==> src/rtl/serial_arith_pkg.sv <==
// Shared types and helpers for the bit-serial arithmetic blocks.
package serial_arith_pkg;

    localparam int unsigned DEFAULT_WIDTH = 8;

    typedef enum logic [1:0] {
        IDLE = 2'd0,
        RUN  = 2'd1,
        DONE = 2'd2
    } state_t;

    // Bit-counter width; a floor of 1 keeps the counter legal for tiny widths.
    function automatic int unsigned cnt_width(input int unsigned width);
        return (width < 2) ? 1 : $clog2(width);
    endfunction

endpackage

==> src/rtl/full_subtractor_1bit.sv <==
// Combinational 1-bit full subtractor: d = a - b - bi, with borrow-out bo.
module full_subtractor_1bit (
    input  logic a,
    input  logic b,
    input  logic bi,
    output logic d,
    output logic bo
);

    assign d  = a ^ b ^ bi;
    assign bo = (~a & b) | (~a & bi) | (b & bi);

endmodule

==> src/rtl/serial_subtractor.sv <==
// Bit-serial WIDTH-bit subtractor D = A - B - Bin, LSB first, valid/ready on both sides.
// Optional signed-overflow output Ovf is built when SERIAL_SUB_OVF_EN is defined.
module serial_subtractor
    import serial_arith_pkg::*;
#(
    parameter int unsigned WIDTH = DEFAULT_WIDTH
) (
    input  logic             clk,
    input  logic             rst,
    input  logic             in_valid,
    output logic             in_ready,
    input  logic [WIDTH-1:0] A,
    input  logic [WIDTH-1:0] B,
    input  logic             Bin,
    output logic             out_valid,
    input  logic             out_ready,
    output logic [WIDTH-1:0] D,
    output logic             Bout
`ifdef SERIAL_SUB_OVF_EN
    ,
    output logic             Ovf
`endif
);

    localparam int unsigned      CNT_W    = cnt_width(WIDTH);
    localparam logic [CNT_W-1:0] LAST_BIT = CNT_W'(WIDTH - 1);

    state_t           r_state;
    logic [WIDTH-1:0] r_a_sr;
    logic [WIDTH-1:0] r_b_sr;
    logic [WIDTH-1:0] r_d_sr;
    logic             r_borrow;
    logic [CNT_W-1:0] r_cnt;
    logic             w_d;
    logic             w_bo;
`ifdef SERIAL_SUB_OVF_EN
    logic             r_ovf;
`endif

    full_subtractor_1bit u_cell (
        .a  (r_a_sr[0]),
        .b  (r_b_sr[0]),
        .bi (r_borrow),
        .d  (w_d),
        .bo (w_bo)
    );

    // Control FSM plus the serial datapath registers.
    always_ff @(posedge clk) begin
        if (rst) begin
            r_state  <= IDLE;
            r_a_sr   <= '0;
            r_b_sr   <= '0;
            r_d_sr   <= '0;
            r_borrow <= 1'b0;
            r_cnt    <= '0;
`ifdef SERIAL_SUB_OVF_EN
            r_ovf    <= 1'b0;
`endif
        end else begin
            case (r_state)
                IDLE: begin
                    if (in_valid) begin
                        r_a_sr   <= A;
                        r_b_sr   <= B;
                        r_borrow <= Bin;
                        r_d_sr   <= '0;
                        r_cnt    <= '0;
                        r_state  <= RUN;
                    end
                end
                RUN: begin
                    r_a_sr   <= r_a_sr >> 1;
                    r_b_sr   <= r_b_sr >> 1;
                    r_d_sr   <= {w_d, r_d_sr[WIDTH-1:1]};
                    r_borrow <= w_bo;
                    // Counter parks on the last bit so it never wraps.
                    if (r_cnt == LAST_BIT) begin
                        r_state <= DONE;
`ifdef SERIAL_SUB_OVF_EN
                        r_ovf   <= r_borrow ^ w_bo;
`endif
                    end else begin
                        r_cnt <= r_cnt + CNT_W'(1);
                    end
                end
                DONE: begin
                    if (out_ready) begin
                        r_state <= IDLE;
                    end
                end
                default: r_state <= IDLE;
            endcase
        end
    end

    assign in_ready  = (r_state == IDLE);
    assign out_valid = (r_state == DONE);
    assign D         = r_d_sr;
    assign Bout      = r_borrow;
`ifdef SERIAL_SUB_OVF_EN
    assign Ovf       = r_ovf;
`endif

endmodule

==> config.mk <==
export PLATFORM = sky130hd
export DESIGN_NAME = serial_subtractor
export DESIGN_NICKNAME = d
export VERILOG_FILES = /design/src/rtl/serial_arith_pkg.sv /design/src/rtl/full_subtractor_1bit.sv /design/src/rtl/serial_subtractor.sv
export SDC_FILE = /design/constraint.sdc
export NUM_CORES = 1
export LEC_CHECK = 0
export ABC_AREA = 1
export CAP_MARGIN = 25
export CORE_AREA = 2 2 42 82
export CTS_BUF_LIST = sky130_fd_sc_hd__clkbuf_8
export DETAILED_ROUTE_END_ITERATION = 6
export DIE_AREA = 0 0 44 84
export PLACE_DENSITY = 0.82
export RECOVER_POWER = 50
export SETUP_SLACK_MARGIN = 0.5
export SYNTH_ARGS = -nofsm -noshare
export SYNTH_HDL_FRONTEND = slang
export SYNTH_SLANG_ARGS = --single-unit
==> constraint.sdc <==
create_clock -name clk -period 1.59 [get_ports clk]
set_input_delay 0.159 -clock clk [delete_from_list [all_inputs] [get_ports clk]]
set_output_delay 0.159 -clock clk [all_outputs]
set_load 0.02 [all_outputs]
### Word-level counts from Yosys, hierarchy flattened

Cells that the tools add are included.

* bits in latches: 0
* memory bits (writable): 0
* ROM bits: 0
* memories kept: 0
* register bits: 30
* word-level logic and storage cells: 42
* bits of input ports: 21
* output and inout bits: 11

* add/subtract/negate cells: 1
* bitwise gates (word level): 8
* $mul: 0
* equality and inequality tests: 7
* shift-type cells: 0
* divide/modulo/power cells: 0
* magnitude comparators: 0
* multiplexer cells: 15
* reductions and logical operators: 5

Operator list (number)
* 8-bit one-hot mux with 2 select lines: 3
* 8-bit 2-to-1 mux: 3
* 2-bit 2-to-1 mux: 3
* 3-bit 2-to-1 mux: 2
* 2-bit inequality test, second input constant: 3
* 2-bit one-hot mux with 3 select lines: 1
* 3-bit one-hot mux with 2 select lines: 1
* 3-bit AND reduction: 2
* 3-bit by 1-bit adder with 3-bit output, second input constant: 1
* 1-bit AND: 3
* 3-bit == test, second input constant: 1
* 2-bit by 1-bit == test with 1-bit output, second input constant: 1
* 2-bit == test, second input constant: 1
* 2-bit logical NOT: 1
* 2-bit by 1-bit inequality test with 1-bit output, second input constant: 1
* 1-bit OR: 2
* 1-bit one-hot mux with 2 select lines: 1
* 2-bit AND reduction: 1
* 2-bit nonzero test: 1
* 1-bit XOR: 2
* 1-bit 2-to-1 mux: 1
* 1-bit inverter: 1

### Longest topological paths before layout

* depth in word-level cells: 5
* gate-level depth with buffers: 8
* gate-level depth less buffers: 7

### Cells and area by module

Synthesis repeated with hierarchy kept, for this count alone.

* cell total of the unflattened synthesis: 233
* area, all modules: 1503.9 µm²

By module, submodules not included
* serial_subtractor: seq. area each 600.6 µm², area an instance 1476.4 µm², instances 1, cells an instance 230
* full_subtractor_1bit: seq. area each 0.0 µm², area an instance 27.5 µm², instances 1, cells an instance 3

### Worst setup path before layout

Ideal clock, no wire load.

* path kind: register -> register
* start: register r_borrow, in the netlist Bout
* end: register r_d_sr[7], in the netlist D[7]
* library setup time: 70 ps
* required time: 1520 ps
* arrival: 1209 ps
* stages on the path, launching flop included: 5
* setup slack: 311 ps
* period minus slack after synthesis: 1279 ps
* buffers on the path: 0
* path through: dfxtp_1 > inv_1 > fa_1 > nand2_1 > a21oi_1

* word-level cells in the longest chain between the ends: 2

Ends and longest elaborated chain
* start, declared: RTL line serial_subtractor.sv:32 `logic r_borrow;`
* start signal, assigned: RTL line serial_subtractor.sv:66 `r_borrow <= Bin;`
* start signal, assigned: RTL line serial_subtractor.sv:76 `r_borrow <= w_bo;`
* 1-bit XOR: RTL line full_subtractor_1bit.sv:10 `assign d = a ^ b ^ bi;`
* 8-bit one-hot mux with 2 select lines: RTL line serial_subtractor.sv:61 `case (r_state)`
* end signal, assigned: RTL line serial_subtractor.sv:75 `r_d_sr <= {w_d, r_d_sr[WIDTH-1:1]};`
* end, declared: RTL line serial_subtractor.sv:31 `logic [WIDTH-1:0] r_d_sr;`

No other way between the ends.
A chain may end at the register's enable or synchronous reset.

### Worst setup path in the final report

* start: register r_state[1]
* end: register r_b_sr[1]

* word-level cells in the longest chain between the ends: 3
* elaborated cells between the ends (all ways): 6
* those cells by class: eq/ne (2); mux (1); reduce/logical (3)

Ends and longest elaborated chain
* start, declared: RTL line serial_subtractor.sv:28 `state_t r_state;`
* start signal, assigned: RTL line serial_subtractor.sv:51 `r_state <= IDLE;`
* start signal, assigned: RTL line serial_subtractor.sv:69 `r_state <= RUN;`
* start signal, assigned: RTL line serial_subtractor.sv:79 `r_state <= DONE;`
* 2-bit by 1-bit == test with 1-bit output or 2-bit logical NOT (tied branches): RTL line serial_subtractor.sv:61
* 2-bit nonzero test (no line) or 2-bit inequality test (tied branches)
* 2-bit AND reduction (no line)
* end signal, assigned: RTL line serial_subtractor.sv:74 `r_b_sr <= r_b_sr >> 1;`
* end, declared: RTL line serial_subtractor.sv:30 `logic [WIDTH-1:0] r_b_sr;`

Several ways; a longest one is shown, not always the timed one.

==> results.yml <==
run_status:
  run_status: "complete, no violations"
clock_network:
  clockBufferDepth: 2
  clock_latency_ps: 280
  cts.clk_slew.worst_paths_ps: 60
  cts_tree: "built"
  cts_inserted_buffers: 5
  cts_max_level: 2
  clkSinkCount: 30
  hold_buffers: 0
  cts_root_buffer: "clkbuf_8"
power:
  internal_power_mw: 1.31
  swShare_pct: 27.4
  pwr-share-comb_pct: 19.9
  clkPwrFrac_pct: 34.2
  p_sw_mw: 0.495
  p_leak_nw: 0.968
  vdd_drop_max_v: 0.000981
  sequentialPowerShare_pct: 46.0
  powerDensity_nw_per_um2: 867
synth:
  netlist_instances: 231
  syn_nets: 255
  syn_area_um2: 1470
  ys_ff_latch: 30
  yosysMostFrequentCell: "nand2_1"
  yosysWarnings: 0
  synth_top_area_share_pct: 40.9
  ys_types: 19
  synth.area.top_cells: "dfxtp_1 (41%), nand2_1 (26%), nor2_1 (9.5%)"
  synthTopCellsByCount: "nand2_1 (102), nor2_1 (37), dfxtp_1 (30)"
  async_reset_ff_share_pct: 0
  synth_flop_cell: "dfxtp_1"
  synth_edf_count: 0
  avgSynthCellArea_um2: 6.35
  seq_area_frac_synth_pct: 40.9
  yosys.area.top_type: "dfxtp_1"
sta:
  slew_viol_final: 0
  period_share_pct: 80.0
  tightest_slew_ps: 365
  max_freq_mhz: 786
  final-hold-violation-count: 0
  slew_headroom_pct: 75.6
  setup_violations: 0
  period_minus_slack_ps: 1270
  rsz0062_at_grt: "yes"
  clock_skew_ps: 4.55
  fin_setup_tns_ps: 0
  finalHoldWorstSlack_ps: 418
  fin_ws_ps: 318
die:
  io_pins: 32
  coreArea_um2: 3120
  die_h_um: 84
  die-width_um: 44
  start_util_pct: 47.0
  rows: 29
  die-area_um2: 3700
placement:
  port_buffers: 31
  hpwlAfterDp_um: 1990
  place_congestion: 0.747
  dp_slack_ps: 169
cells_and_area:
  fin_util_pct: 66.9
  final_nets: 298
  drive_gt1_share_pct: 20.0
  syn_to_final_growth_pct: 42.2
  n_fill_cell: 261
  diodes: 0
detailed_routing:
  drc: 0
  via_per_inst: 4.91
  drtPass1Iterations: 4
  wl_per_cell_um: 12.2
  first_iter_violations: 30
  wirelength_um: 3730
  via_count: 1501
  antenna_left: 0
critical_path:
  critPathMaxFanout: 7
  critPathKind: "reg2reg"
  cp-end-kind: "register"
  worstSetupStartpointType: "register"
  r2r_setup_slack_ps: 320
  arrival_ps: 1440
  critPathRequiredTime_ps: 1760
grt:
  grt_max_degree: 21
  antenna_found_initial: 0
  grt-ovfl-total: 0
  grt_pass1_vias: 1425
  grt_pass1_wl_um: 5950
  grt.total_usage_pct: 21.3
run:
  drv_cap: 0
min_path:
  hold_path.class: "in2reg"
## path summary, 6_finish.rpt
kind,from,to,cells after the start
max reg2reg,r_state[1],r_b_sr[1],7
min reg2reg,D[0],D[0],2
max,r_state[1],r_b_sr[1],7
min,in_valid,r_a_sr[7],3
## final cells by class
cell class | count | area (um^2) | share of cell area (%)
tap | 31 | 38.8 | 1.86
inverter | 24 | 98.8 | 4.74
clock buffer | 6 | 82.6 | 3.96
clock inverter | 2 | 8.76 | 0.420
sequential | 30 | 612 | 29.3
timing repair buffer | 47 | 454 | 21.8
multi-input combinational | 166 | 792 | 37.9
## power groups by stage
stage | Sequential [mW] | Clock (mW) | Combinational [mW]
2_1_floorplan | 0.837 | 0 | 0.193
3_3_place_gp | 0.838 | 0 | 0.286
3_5_place_dp | 0.840 | 0 | 0.291
4_1_cts | 0.825 | 0.624 | 0.335
5_1_grt | 0.837 | 0.655 | 0.405
6_report | 0.832 | 0.618 | 0.359
## routing by layer
| metal | routed length [um] | track usage [%] | vias up |
|---|---|---|---|
| li1 | - | - | 771 |
| met3 | 177 | 5.41 | 13 |
| met2 | 1990 | 35.8 | 43 |
| met1 | 1430 | 22.5 | 674 |
| met5 | 0 | 0 | - |
| met4 | 141 | 12.4 | 0 |
## timing repair
| item | in CTS | in global routing |
|---|---|---|
| resized for setup | 57 | 29 |
| endpoints found under the setup margin | 40 | 38 |
| buffers inserted | 5 | 3 |
| endpoints found under the hold margin | 0 | 0 |
| pin swaps | 12 | 18 |
| gates cloned | 3 | 0 |
## critical path: stages, from the launching register on
cell      delay (ps)
dfxtp_1          440
clkbuf_1         220
nor2_4            90
buf_6            140
nand2_2           40
nand2_1           50
nor2_1           110
nor2_1            70
## layout by cell type (no fill, tap or decap), types with 2 or more instances in the layout
master,netlist,routed
nand3_1,7,7
buf_4,5,6
clkdlybuf4s50_1,0,19
buf_6,1,9
nor2_4,1,2
ha_4,0,2
clkdlybuf4s25_1,0,3
nand2_1,102,91
dfxtp_2,0,3
inv_1,22,20
nand2_4,1,2
a21oi_2,0,4
nor2_1,37,37
dfxtp_4,0,2
inv_2,2,3
a21oi_1,12,8
dfxtp_1,30,25
clkbuf_8,0,6
nand2_2,0,10
clkbuf_1,2,7
## kinds of logic after synthesis
logic type      synth area share, %
simple gates                   40.4
compound gates                 4.69
buf+inv                        10.9
flops                          40.9
fa+ha+maj                      3.07
## flip-flops by register name (all words and copies together), names as in the netlist
signal,cells
D,8
r_a_sr,8
r_b_sr,8
r_cnt,3
r_state,2
Bout,1
## per-stage QoR
| step | total power, mW | instances | instance area (um^2) |
|---|---|---|---|
| 2_1_floorplan | 1.03 | 231 | 1480 |
| 3_3_place_gp | 1.12 | 287 | 1810 |
| 3_5_place_dp | 1.13 | 287 | 1810 |
| 4_1_cts | 1.78 | 303 | 2050 |
| 5_1_grt | 1.90 | 306 | 2090 |
| 6_report | 1.81 | 306 | 2090 |
Note: power is estimated with default switching activity, not from simulation.
